<file path="src/rtl/rc4_pkg.sv">
`default_nettype none
// ============================================================================
// Module   : rc4_pkg
// Purpose  : Shared RC4 PRGA state encoding, message length and charset bounds
// Revision : 1.0
// ============================================================================
package rc4_pkg;

  localparam int MSG_LEN_DEFAULT = 32;

  localparam logic [7:0] c_CHAR_SPACE = 8'h20;
  localparam logic [7:0] c_CHAR_LO    = 8'h61;
  localparam logic [7:0] c_CHAR_HI    = 8'h7A;

  typedef enum logic [3:0] {
    ST_IDLE   = 4'd0,
    ST_INC_I  = 4'd1,
    ST_RD_SI_A = 4'd2,
    ST_RD_SI_L = 4'd3,
    ST_ADD_J  = 4'd4,
    ST_RD_SJ_A = 4'd5,
    ST_RD_SJ_L = 4'd6,
    ST_WR_SI  = 4'd7,
    ST_WR_SJ  = 4'd8,
    ST_RD_F_A = 4'd9,
    ST_RD_F_L = 4'd10,
    ST_WR_DEC = 4'd11,
    ST_INC_K  = 4'd12,
    ST_DONE   = 4'd13
  } state_t;

endpackage
`default_nettype wire

</file>
<file path="src/rtl/rc4_char_check.sv">
`default_nettype none
// ============================================================================
// Module   : rc4_char_check
// Purpose  : Flags a byte as plaintext-legal (lower-case letter or space)
// Revision : 1.0
// ============================================================================
module rc4_char_check
  import rc4_pkg::*;
(
  input  logic [7:0] i_char,
  output logic       o_valid
);

  assign o_valid = (i_char == c_CHAR_SPACE) ||
                   ((i_char >= c_CHAR_LO) && (i_char <= c_CHAR_HI));

endmodule
`default_nettype wire

</file>
<file path="src/rtl/decrypt_message.sv">
`default_nettype none
// ============================================================================
// Module   : decrypt_message
// Purpose  : RC4 PRGA over an externally keyed S-box, one byte per 12 cycles
// Revision : 1.0
// ============================================================================
module decrypt_message
  import rc4_pkg::*;
#(
  parameter int MSG_LEN = MSG_LEN_DEFAULT
) (
  input  logic       clk,
  input  logic       reset_n,
  input  logic       start,
  output logic       finish,
  output logic       invalid,
  output logic [7:0] s_addr,
  output logic [7:0] s_wrdata,
  output logic       s_wren,
  input  logic [7:0] s_rddata,
  output logic [4:0] enc_addr,
  input  logic [7:0] enc_rddata,
  output logic [4:0] dec_addr,
  output logic [7:0] dec_wrdata,
  output logic       dec_wren
);

  localparam logic [4:0] c_LAST_K = 5'(MSG_LEN - 1);

  state_t     r_state;
  state_t     w_state_nxt;
  logic [7:0] r_i, r_j, r_si, r_sj, r_f;
  logic [4:0] r_k;
  logic       r_invalid;
  logic [7:0] w_f_addr;
  logic [7:0] w_dec_byte;
  logic       w_char_ok;

  // Pre-swap sum equals post-swap sum, so the latched values address f directly
  assign w_f_addr   = r_si + r_sj;
  assign w_dec_byte = r_f ^ enc_rddata;

  rc4_char_check u_char_check (
    .i_char  (w_dec_byte),
    .o_valid (w_char_ok)
  );

  always_ff @(posedge clk) begin
    if (!reset_n) r_state <= ST_IDLE;
    else          r_state <= w_state_nxt;
  end

  always_comb begin
    w_state_nxt = r_state;
    unique case (r_state)
      ST_IDLE:    if (start) w_state_nxt = ST_INC_I;
      ST_INC_I:   w_state_nxt = ST_RD_SI_A;
      ST_RD_SI_A: w_state_nxt = ST_RD_SI_L;
      ST_RD_SI_L: w_state_nxt = ST_ADD_J;
      ST_ADD_J:   w_state_nxt = ST_RD_SJ_A;
      ST_RD_SJ_A: w_state_nxt = ST_RD_SJ_L;
      ST_RD_SJ_L: w_state_nxt = ST_WR_SI;
      ST_WR_SI:   w_state_nxt = ST_WR_SJ;
      ST_WR_SJ:   w_state_nxt = ST_RD_F_A;
      ST_RD_F_A:  w_state_nxt = ST_RD_F_L;
      ST_RD_F_L:  w_state_nxt = ST_WR_DEC;
      ST_WR_DEC:  w_state_nxt = w_char_ok ? ST_INC_K : ST_DONE;
      ST_INC_K:   w_state_nxt = (r_k == c_LAST_K) ? ST_DONE : ST_INC_I;
      ST_DONE:    w_state_nxt = ST_IDLE;
      default:    w_state_nxt = ST_IDLE;
    endcase
  end

  always_comb begin
    s_addr   = 8'h00;
    s_wrdata = 8'h00;
    s_wren   = 1'b0;
    dec_wren = 1'b0;
    unique case (r_state)
      ST_RD_SI_A: s_addr = r_i;
      ST_RD_SJ_A: s_addr = r_j;
      ST_WR_SI: begin
        s_addr   = r_i;
        s_wrdata = r_sj;
        s_wren   = 1'b1;
      end
      ST_WR_SJ: begin
        s_addr   = r_j;
        s_wrdata = r_si;
        s_wren   = 1'b1;
      end
      ST_RD_F_A:  s_addr = w_f_addr;
      ST_WR_DEC:  dec_wren = 1'b1;
      default:    s_addr = 8'h00;
    endcase
  end

  assign finish     = (r_state == ST_DONE);
  assign invalid    = r_invalid;
  assign enc_addr   = r_k;
  assign dec_addr   = r_k;
  assign dec_wrdata = w_dec_byte;

  always_ff @(posedge clk) begin
    if (!reset_n) begin
      r_i       <= 8'h00;
      r_j       <= 8'h00;
      r_k       <= 5'd0;
      r_si      <= 8'h00;
      r_sj      <= 8'h00;
      r_f       <= 8'h00;
      r_invalid <= 1'b0;
    end else begin
      unique case (r_state)
        ST_IDLE: if (start) begin
          r_i       <= 8'h00;
          r_j       <= 8'h00;
          r_k       <= 5'd0;
          r_invalid <= 1'b0;
        end
        ST_INC_I:   r_i  <= r_i + 8'd1;
        ST_RD_SI_L: r_si <= s_rddata;
        ST_ADD_J:   r_j  <= r_j + r_si;
        ST_RD_SJ_L: r_sj <= s_rddata;
        ST_RD_F_L:  r_f  <= s_rddata;
        ST_WR_DEC:  r_invalid <= ~w_char_ok;
        ST_INC_K:   if (r_k != c_LAST_K) r_k <= r_k + 5'd1;
        default:    r_f  <= r_f;
      endcase
    end
  end

endmodule
`default_nettype wire
</file>
<file path="config.mk">
export PLATFORM = sky130hd
export DESIGN_NAME = decrypt_message
export DESIGN_NICKNAME = d
export VERILOG_FILES = /design/src/rtl/rc4_pkg.sv /design/src/rtl/rc4_char_check.sv /design/src/rtl/decrypt_message.sv
export SDC_FILE = /design/constraint.sdc
export NUM_CORES = 1
export LEC_CHECK = 0
export ABC_AREA = 1
export CAP_MARGIN = 5
export CORE_MARGIN = 2
export CORE_UTILIZATION = 57
export DETAILED_ROUTE_END_ITERATION = 6
export GPL_TIMING_DRIVEN = 0
export PLACE_DENSITY_LB_ADDON = 0.3
export SETUP_SLACK_MARGIN = 0.15
export SLEW_MARGIN = 20
export SYNTH_ARGS = -nofsm -noshare
export SYNTH_HDL_FRONTEND = slang
export SYNTH_SLANG_ARGS = --single-unit
</file>
<file path="constraint.sdc">
create_clock -name clk -period 4.65 [get_ports clk]
set_clock_uncertainty 0.15 [all_clocks]
set_input_delay 0.93 -clock clk [delete_from_list [all_inputs] [get_ports clk]]
set_output_delay 0.93 -clock clk [all_outputs]
set_load 0.05 [all_outputs]
</file>
==> metrics.cfg <==
[cts]
htreeDepth = 2
post_cts_buffers = 0
cts_tree = yes
clock-sinks = 50
clk_pin_slew_ps = 100
cts_root_buf = clkbuf_8
cts_buffer_depth = 2
clk_latency_ps = 310
cts-resized-gates = 0
ctsHoldBuffers = 0
cts_buffers = 5

[synthesis]
synth_top_cell_area_share = 0.318
syn-cell-area_mm2 = 0.00315
ys_types = 46
synth.most_common_cell = nand2_1
ys.flop_type = dfxtp_1
synth_edf_count = 0
synth_common_cells = nand2_1 (96), nor2_1 (56), dfxtp_1 (50), inv_1 (41), a21oi_1 (35)
syn_inst = 442
yosys.area.top_type = dfxtp_1
ys_seq_elements = 50
syn-num-nets = 480
yosysSeqAreaShare = 0.318
synthTopCellsByArea = dfxtp_1 (32%), nand2_1 (11%), ha_1 (6.7%), nor2_1 (6.7%), a21oi_1 (5.6%)
yosys_warnings = 0
avgSynthCellArea_um2 = 7.13
synth-async-reset-ratio = 0

[finish]
finalNonFillerCells = 578
nNetsFinal = 543
area_delta_synth_final_pct = 23.5
final_core_util = 0.716
stdcell_area_mm2 = 0.00389
drive_above_1_share = 0.0988
n_antenna_cell = 0

[flow_run]
cap_viol_max_count = 0

[setup_path]
crit_path_end_kind = output port
crit_required_ps = 3570
crit_fanout = 4
crit_chain = ha_1, inv_1, fa_1, nand3b_1, nand2_1, nand2_1, nand2_1, a21oi_1, nand2_1, nand2_1, o21bai_1, clkdlybuf4s50_1
start_kind = flip-flop
slowest_delay_ps = 810
crit_slowest_cell = clkdlybuf4s50_1
cpMostUsedCell = nand2_1
cp.arrival_ps = 2890
crit_type = flip-flop to output port

[global_routing]
antenna_found_initial = 0
grt_pass1_wl_mm = 13.3
grt_pass1_vias = 2943
track_usage = 0.270
grt_max_degree = 17
overflow = 0

[place]
place_hpwl_mm = 6.32
routabilityCongestion = 0.910
placed_area_mm2 = 0.00380
port-buffer-count = 56
dp_slack_ps = 984
dpl.cell_count = 570

[timing]
slew_viol_final = 0
timing.hold.ws_ps = 336
fin_crit_ps = 3970
final.setup.worst_slack_ps = 677
rsz0062_at_grt = false
worst_pin_slew_ps = 551
hold_viol = 0
slew_headroom = 0.633
setup_tns_ps = 0
clock.fmax_mhz = 252
finalCritPeriodShare = 0.854
setup_viol = 0

[power]
pwr_density_cell_mw_per_mm2 = 224
p_int_uw = 602
power.total_uw = 871
total_leakage_power_nw = 1.71
clkPwrFrac = 0.298
switching_share = 0.309
p_seq_frac = 0.517
pwr-share-comb = 0.185
irDropWorstVdd_mv = 0.179
p_sw_uw = 269

[detailed_routing]
wl_per_cell_um = 14.2
via_per_inst = 5.57
drt-total-wl_mm = 8.19
dr_total_vias = 3217
ant_nets = 0
drtIter0Drc = 239
drc = 0
dr.pass1.iters = 5

[floorplan]
io_pins = 57
die_w_um = 78.4
placementRows = 27
coreArea_mm2 = 0.00544
dieArea_mm2 = 0.00614
fp.dieH_um = 78.4
start_util = 0.579

[min_path]
hp-class = flip-flop to flip-flop

[outcome]
status = finished clean

metal layers:
layer | vias to the layer above | part of all wire | global-route usage
met2 | 103 | 0.51 | 0.496
li1 | 1596 | - | -
met1 | 1504 | 0.43 | 0.331
met4 | 0 | 0.011 | 0.0614
met3 | 14 | 0.047 | 0.0402
met5 | - | 0 | 0
power groups by stage:
stage / Combinational, mW / Clock (mW) / Sequential, mW
after floorplan: 0.108 / 0 / 0.456
after global placement: 0.155 / 0 / 0.459
after detailed placement: 0.159 / 0 / 0.460
after CTS: 0.160 / 0.266 / 0.450
after global routing: 0.175 / 0.287 / 0.452
final: 0.161 / 0.260 / 0.450
final cells by class:
cell class | count | area (um^2)
buffer | 10 | 67.6
clock buffer | 6 | 72.6
clock inverter | 2 | 17.5
fill | 461 | 1550
inverter | 52 | 200
multi-input combinational | 330 | 1880
sequential | 50 | 1000
tap | 72 | 90.1
timing repair buffer | 56 | 561
registers in the layout, summed over array words and instances (netlist names):
signal	cells
r_f	8
r_state	4
r_si	8
r_j	8
r_i	8
r_sj	8
dec_addr	5
invalid	1
cell usage in the layout (no fill, tap or decap), drive strengths merged:
master / n
a211oi: 1
a21o: 2
a21oi: 36
a221oi: 2
a22o: 3
a31oi: 3
a32o: 7
a41oi: 1
buf: 5
clkbuf: 11
clkdlybuf4s50: 56
clkinv: 3
dfxtp: 50
fa: 2
ha: 17
inv: 51
nand2: 99
nand3: 17
nand3b: 2
nand4: 6
nor2: 69
nor3: 5
nor4: 1
o211ai: 1
o21ai: 38
o21bai: 3
o221ai: 1
o22ai: 1
o311ai: 1
or2: 2
xnor2: 3
xor2: 7
critical path: cells and delay by family (launching register included):
kind / cells / cell delay, ps
adders and majority gates: 2 / 600
buffers and inverters: 2 / 860
DFF: 1 / 410
and+or+nand+nor: 6 / 510
AOI/OAI and AO/OA: 2 / 210
path summary, 6_finish.rpt:
kind	start	end	slack, ps	cells past startpoint
worst max-delay path	r_si[0]	s_addr[6]	680	12
worst min-delay path	r_i[7]	r_i[7]	340	2
worst max register to register	dec_addr[0]	dec_addr[2]	2810	9
worst min register to register	r_i[7]	r_i[7]	340	2
cell families after synthesis:
group	count (synthesis)	synth area share
and+or+nand+nor	201	0.296
xor gates and xnor gates	10	0.0278
buffers and inverters	62	0.0850
AOI/OAI and AO/OA	100	0.194
adders and majority gates	19	0.0802
DFF	50	0.318
No activity file was read; power rests on OpenSTA's default activity.
==> edit 1: new RTL, same flow settings <==
Register the outputs `finish` and `dec_wrdata`; this adds one clock of latency there. The other outputs are not delayed to match.
--- a/src/rtl/decrypt_message.sv
+++ b/src/rtl/decrypt_message.sv
@@ -95,11 +95,13 @@
     endcase
   end
 
-  assign finish     = (r_state == ST_DONE);
   assign invalid    = r_invalid;
   assign enc_addr   = r_k;
   assign dec_addr   = r_k;
-  assign dec_wrdata = w_dec_byte;
+  always_ff @(posedge clk) begin
+    finish     <= (r_state == ST_DONE);
+    dec_wrdata <= w_dec_byte;
+  end
 
   always_ff @(posedge clk) begin
     if (!reset_n) begin
Function: changed (Yosys sat finds a counterexample within 4 cycles, from zero or initial values and one cycle with reset_n low).
==> edit 1 against the original RTL <==
- worst setup slack got worse by 0.047 ns
- non-clock buffer count rose by 1
- sequential share of layout area rose by 2.5 points
- power rose by 42%
- sequential power rose by 19%
- count of clock-buffer cells in the layout rose by 5
- sequential cell count rose by 9
- utilization rose by 3.9 points
- cell area rose by 7.5%
- first-iteration DRC count fell by 5.4%
- via count rose by 4.7%
- fmax fell by 1.2%
- wire length rose by 2.5%
- synthesized area rose by 4.9%
- critical path type unchanged
- largest cell class unchanged
- largest power group is now the clock network
==> edit 1: results (changes against the original RTL) <==
RR Endpoint=dec_addr[3]; Seq/Total Area, Yosys=35.7% (+4.0 points); post-synthesis compound-gate area fraction=16.0% (-3.3 points); M3 GR Usage=5.51% (+1.5 points); CTS Buf Count=9 (+4); Reg2Reg Setup Slack=2.83 ns (+0.02 ns); dpl hpwl=6400 µm (+1.3%); drt wl/cell=13.7 µm (-3.0%); post-synthesis adder-cell area fraction=7.64% (-0.38 points); status=finished clean; Worst VDD drop=0.174 mV (-2.9%); switching pwr=0.000333 W (+23%); Max Used Layer=met4; H-tree Lvls=3 (+1); Port Buf Inserts=56 (unchanged); clock latency on the worst-skew pair=0.34 ns (+0.03 ns); CP arrival=2.94 ns (+0.05 ns); wl on met1=3760 µm (+6.2%); Clk. pwr=0.000537 W (+110%); Leakage=1.87 nW (+8.8%); syn_nets=506 (+5.4%); M2 GR Usage=48.0% (-1.6 points); CTS clock-pin slew for the worst setup and hold paths=0.07 ns (-0.03 ns); postcts setup bufs=0 (unchanged); Slew HR=61.7% (-1.6 points); met3 wire len=383 µm (-1.3%); Placement Cell Area=3960 µm² (+4.1%); hold path startpoint=r_j[5]; Via-to-Cell Ratio=5.51 (-0.99%); dpl ws=1.02 ns (+0.0338 ns); nets=573 (+5.5%); first-pass GRT wire length=14300 µm (+7.7%); Worst Hold Slack=0.342 ns (+0.00548 ns); Post-synth top cells=nand2_1, nor2_1, dfxtp_1; vias in the first global route=3082 (+4.7%); Total GRT Usage=28.7% (+1.8 points); Post-Synth XOR/XNOR Area=2.65% (-0.13 points); worst reg-to-reg path cell count=10 (+1); largest net degree at the start of global routing=11 (-6); wire length on met2=4110 µm (-1.3%); GR met1 Demand/Resource=36.6% (+3.5 points); RePlAce Congestion=0.891 (-2.0%); largest cells by area after synthesis=dfxtp_1, nand2_1, nor2_1; share of layout cells above drive strength 1=9.46% (-0.42 points); Iter 0 DRT Violations=226 (-5.4%); Yosys cell types=41 (-11%); Sequential Power Share=43.2% (-8.5 points)
edit 1: cell types whose count changed in the layout (fill, tap and decap cells not counted), sizes merged, moves of 2 or more:
cell	unedited run	this run
a211oi	1	3
a21oi	36	34
a32o	7	0
buf	5	7
bufinv	0	2
clkbuf	11	15
dfxtp	50	59
nand2	99	105
nand3	17	37
nor3	5	3
edit 1: worst max-delay path by stage:
stage / slack [ns] / startpoint / to
floorplan: 0.73 / r_si[0] / s_addr[1]
global route: 0.48 / r_si[1] / s_addr[6]
global placement: 1.05 / r_si[0] / s_addr[6]
detailed placement: 1.02 / r_si[0] / s_addr[6]
CTS: 0.63 / r_si[0] / s_addr[6]
finish: 0.63 / r_si[0] / s_addr[6]
edit 1: critical path, cell delays in order, from the launching register on:
cell	delay [ns]
dfxtp_1	0.41
ha_1	0.20
inv_1	0.05
fa_1	0.40
nand3b_1	0.20
nand2_1	0.08
nand2_1	0.06
nand2_1	0.06
a21oi_1	0.07
nand2_1	0.07
nand2_1	0.05
o21bai_1	0.14
clkdlybuf4s50_1	0.82
edit 1: logic make-up after synthesis:
logic type	Yosys count
simple gates	226
compound gates	91
buf+inv	63
flops	59
fa+ha+maj	19
xor+xnor	10
edit 1: through the flow:
| step | std cells | utilization [%] |
|---|---|---|
| after floorplan | 468 | - |
| after global placement | 596 | 71.4 |
| after detailed placement | 596 | 71.4 |
| after CTS | 611 | 75.5 |
| after global routing | 611 | 75.5 |
| final | 611 | 75.5 |
edit 1: final cells by class:
class	instances	area, µm²
Multi-Input combinational cell	346	1870
Fill cell	438	1360
Sequential cell	59	1180
Timing Repair Buffer	56	561
Inverter	52	198
Clock buffer	11	151
Tap cell	72	90.1
Clock inverter	4	73.8
Buffer	11	61.3
==> edit 2: new RTL, config.mk and constraints unchanged <==
Without the edit above. Change the package constant `MSG_LEN_DEFAULT` from 32 to 24.
--- a/src/rtl/rc4_pkg.sv
+++ b/src/rtl/rc4_pkg.sv
@@ -6,7 +6,7 @@
 // ============================================================================
 package rc4_pkg;
 
-  localparam int MSG_LEN_DEFAULT = 32;
+  localparam int MSG_LEN_DEFAULT = 24;
 
   localparam logic [7:0] c_CHAR_SPACE = 8'h20;
   localparam logic [7:0] c_CHAR_LO    = 8'h61;
Function: no difference found for any inputs over 10 cycles, from zero or initial values and one cycle with reset_n low; that may be too few to reach the edited logic, so the function may still have changed.
==> edit 2 against the original RTL <==
- utilization rose by 0.70 points
- sequential cell count did not move
- power rose by 4.1%
- wire length fell by 1.4%
- critical path depth rose by 1
- worst setup slack got worse by 0.077 ns
- synthesized area barely moved
- cell area rose by 0.35%
- critical endpoint unchanged
- largest cell class unchanged
- largest power group unchanged
==> edit 2: results (changes against the original RTL) <==
status=finished clean; RR Endpoint=r_j[6]; router iterations before antenna repair=4 (-1); Reg2Reg Setup Slack=2.83 ns (+0.02 ns); crit path from=r_si[0]; syn_nets=487 (+1.5%); Non-Filler Instances=586 (+1.4%); Yosys cell types=41 (-11%); largest cells by area after synthesis=dfxtp_1, nand2_1, nor2_1; nets=550 (+1.3%); hold path startpoint=r_f[6]; largest net degree at the start of global routing=15 (-2); CP arrival=2.97 ns (+0.08 ns); Seq/Total Area, Yosys=31.8% (about the same); first-pass GRT wire length=13500 µm (+1.4%); worst hold path type=reg2reg; worst reg-to-reg path cell count=7 (-2); Iter 0 DRT Violations=249 (+4.2%); Worst Hold End=r_f[6]; dpl cells=578 (+1.4%); Total GRT Usage=27.7% (+0.69 points); Worst Hold Slack=0.328 ns (-0.00770 ns); max incr delay on CP=0.84 ns (+0.03 ns); Via-to-Cell Ratio=5.43 (-2.4%); CTS clock-pin slew for the worst setup and hold paths=~0.090 ns; Yosys warning count=0 (unchanged); share of layout cells above drive strength 1=9.14% (-0.74 points); Post-synth top cells=nand2_1, nor2_1, dfxtp_1; drt wl/cell=13.8 µm (-2.8%); RePlAce Congestion=0.898 (-1.3%); dpl hpwl=6310 µm (-0.20%); Slew HR=65.3% (+2.0 points); share of flip-flops with an asynchronous set or reset=0% (unchanged); vias in the first global route=2970 (+0.92%); postcts setup bufs=0 (unchanged); fillers=449 (-2.6%); Leakage=1.73 nW (+0.73%); Int Power=0.000649 W (+7.7%); Placement Cell Area=3800 µm² (about the same); Worst VDD drop=0.150 mV (-16%); Mapped Cells=450 (+1.8%)
==> edit 2: layout make-up <==
| cell class | count | share of cell area [%] |
|---|---|---|
| Multi-Input combinational cell | 330 | 47.5 |
| Tap cell | 72 | 2.31 |
| Clock buffer | 7 | 1.95 |
| Inverter | 59 | 5.80 |
| Buffer | 11 | 1.73 |
| Sequential cell | 50 | 25.6 |
| Clock inverter | 1 | 0.769 |
| Timing Repair Buffer | 56 | 14.3 |
==> edit 2: cell families after synthesis <==
kind of cell / synth area share, %
AO/OA/AOI/OAI: 20.1
XOR/XNOR: 1.67
adder cells (fa/ha/maj): 7.63
buffers and inverters: 9.34
flip-flops: 31.8
AND/OR/NAND/NOR: 29.5
==> edit 2: per-layer routing <==
metal	track usage, %	vias to the layer above	wire length [µm]
li1	-	1608	-
met3	5.06	14	369
met5	0	-	0
met4	7.54	0	147
met2	48.3	86	3930
met1	35.0	1474	3630
==> edit 2: per-stage QoR <==
stage	setup slack, ns	total power, W	utilization (%)
final	0.600	0.000907	72.3
after global routing	0.368	0.000942	72.3
after CTS	0.639	0.000907	72.3
after detailed placement	0.993	0.000606	70.3
after global placement	1.00	0.000602	70.3
after floorplan	0.726	0.000553	-
==> edit 2: power by group through the flow <==
stage	sequential, W	combinational [W]	clock (W)
6_report	0.000448	0.000151	0.000308
5_1_grt	0.000449	0.000165	0.000328
4_1_cts	0.000448	0.000150	0.000310
3_5_place_dp	0.000458	0.000149	0
3_3_place_gp	0.000457	0.000144	0
2_1_floorplan	0.000454	0.0000994	0
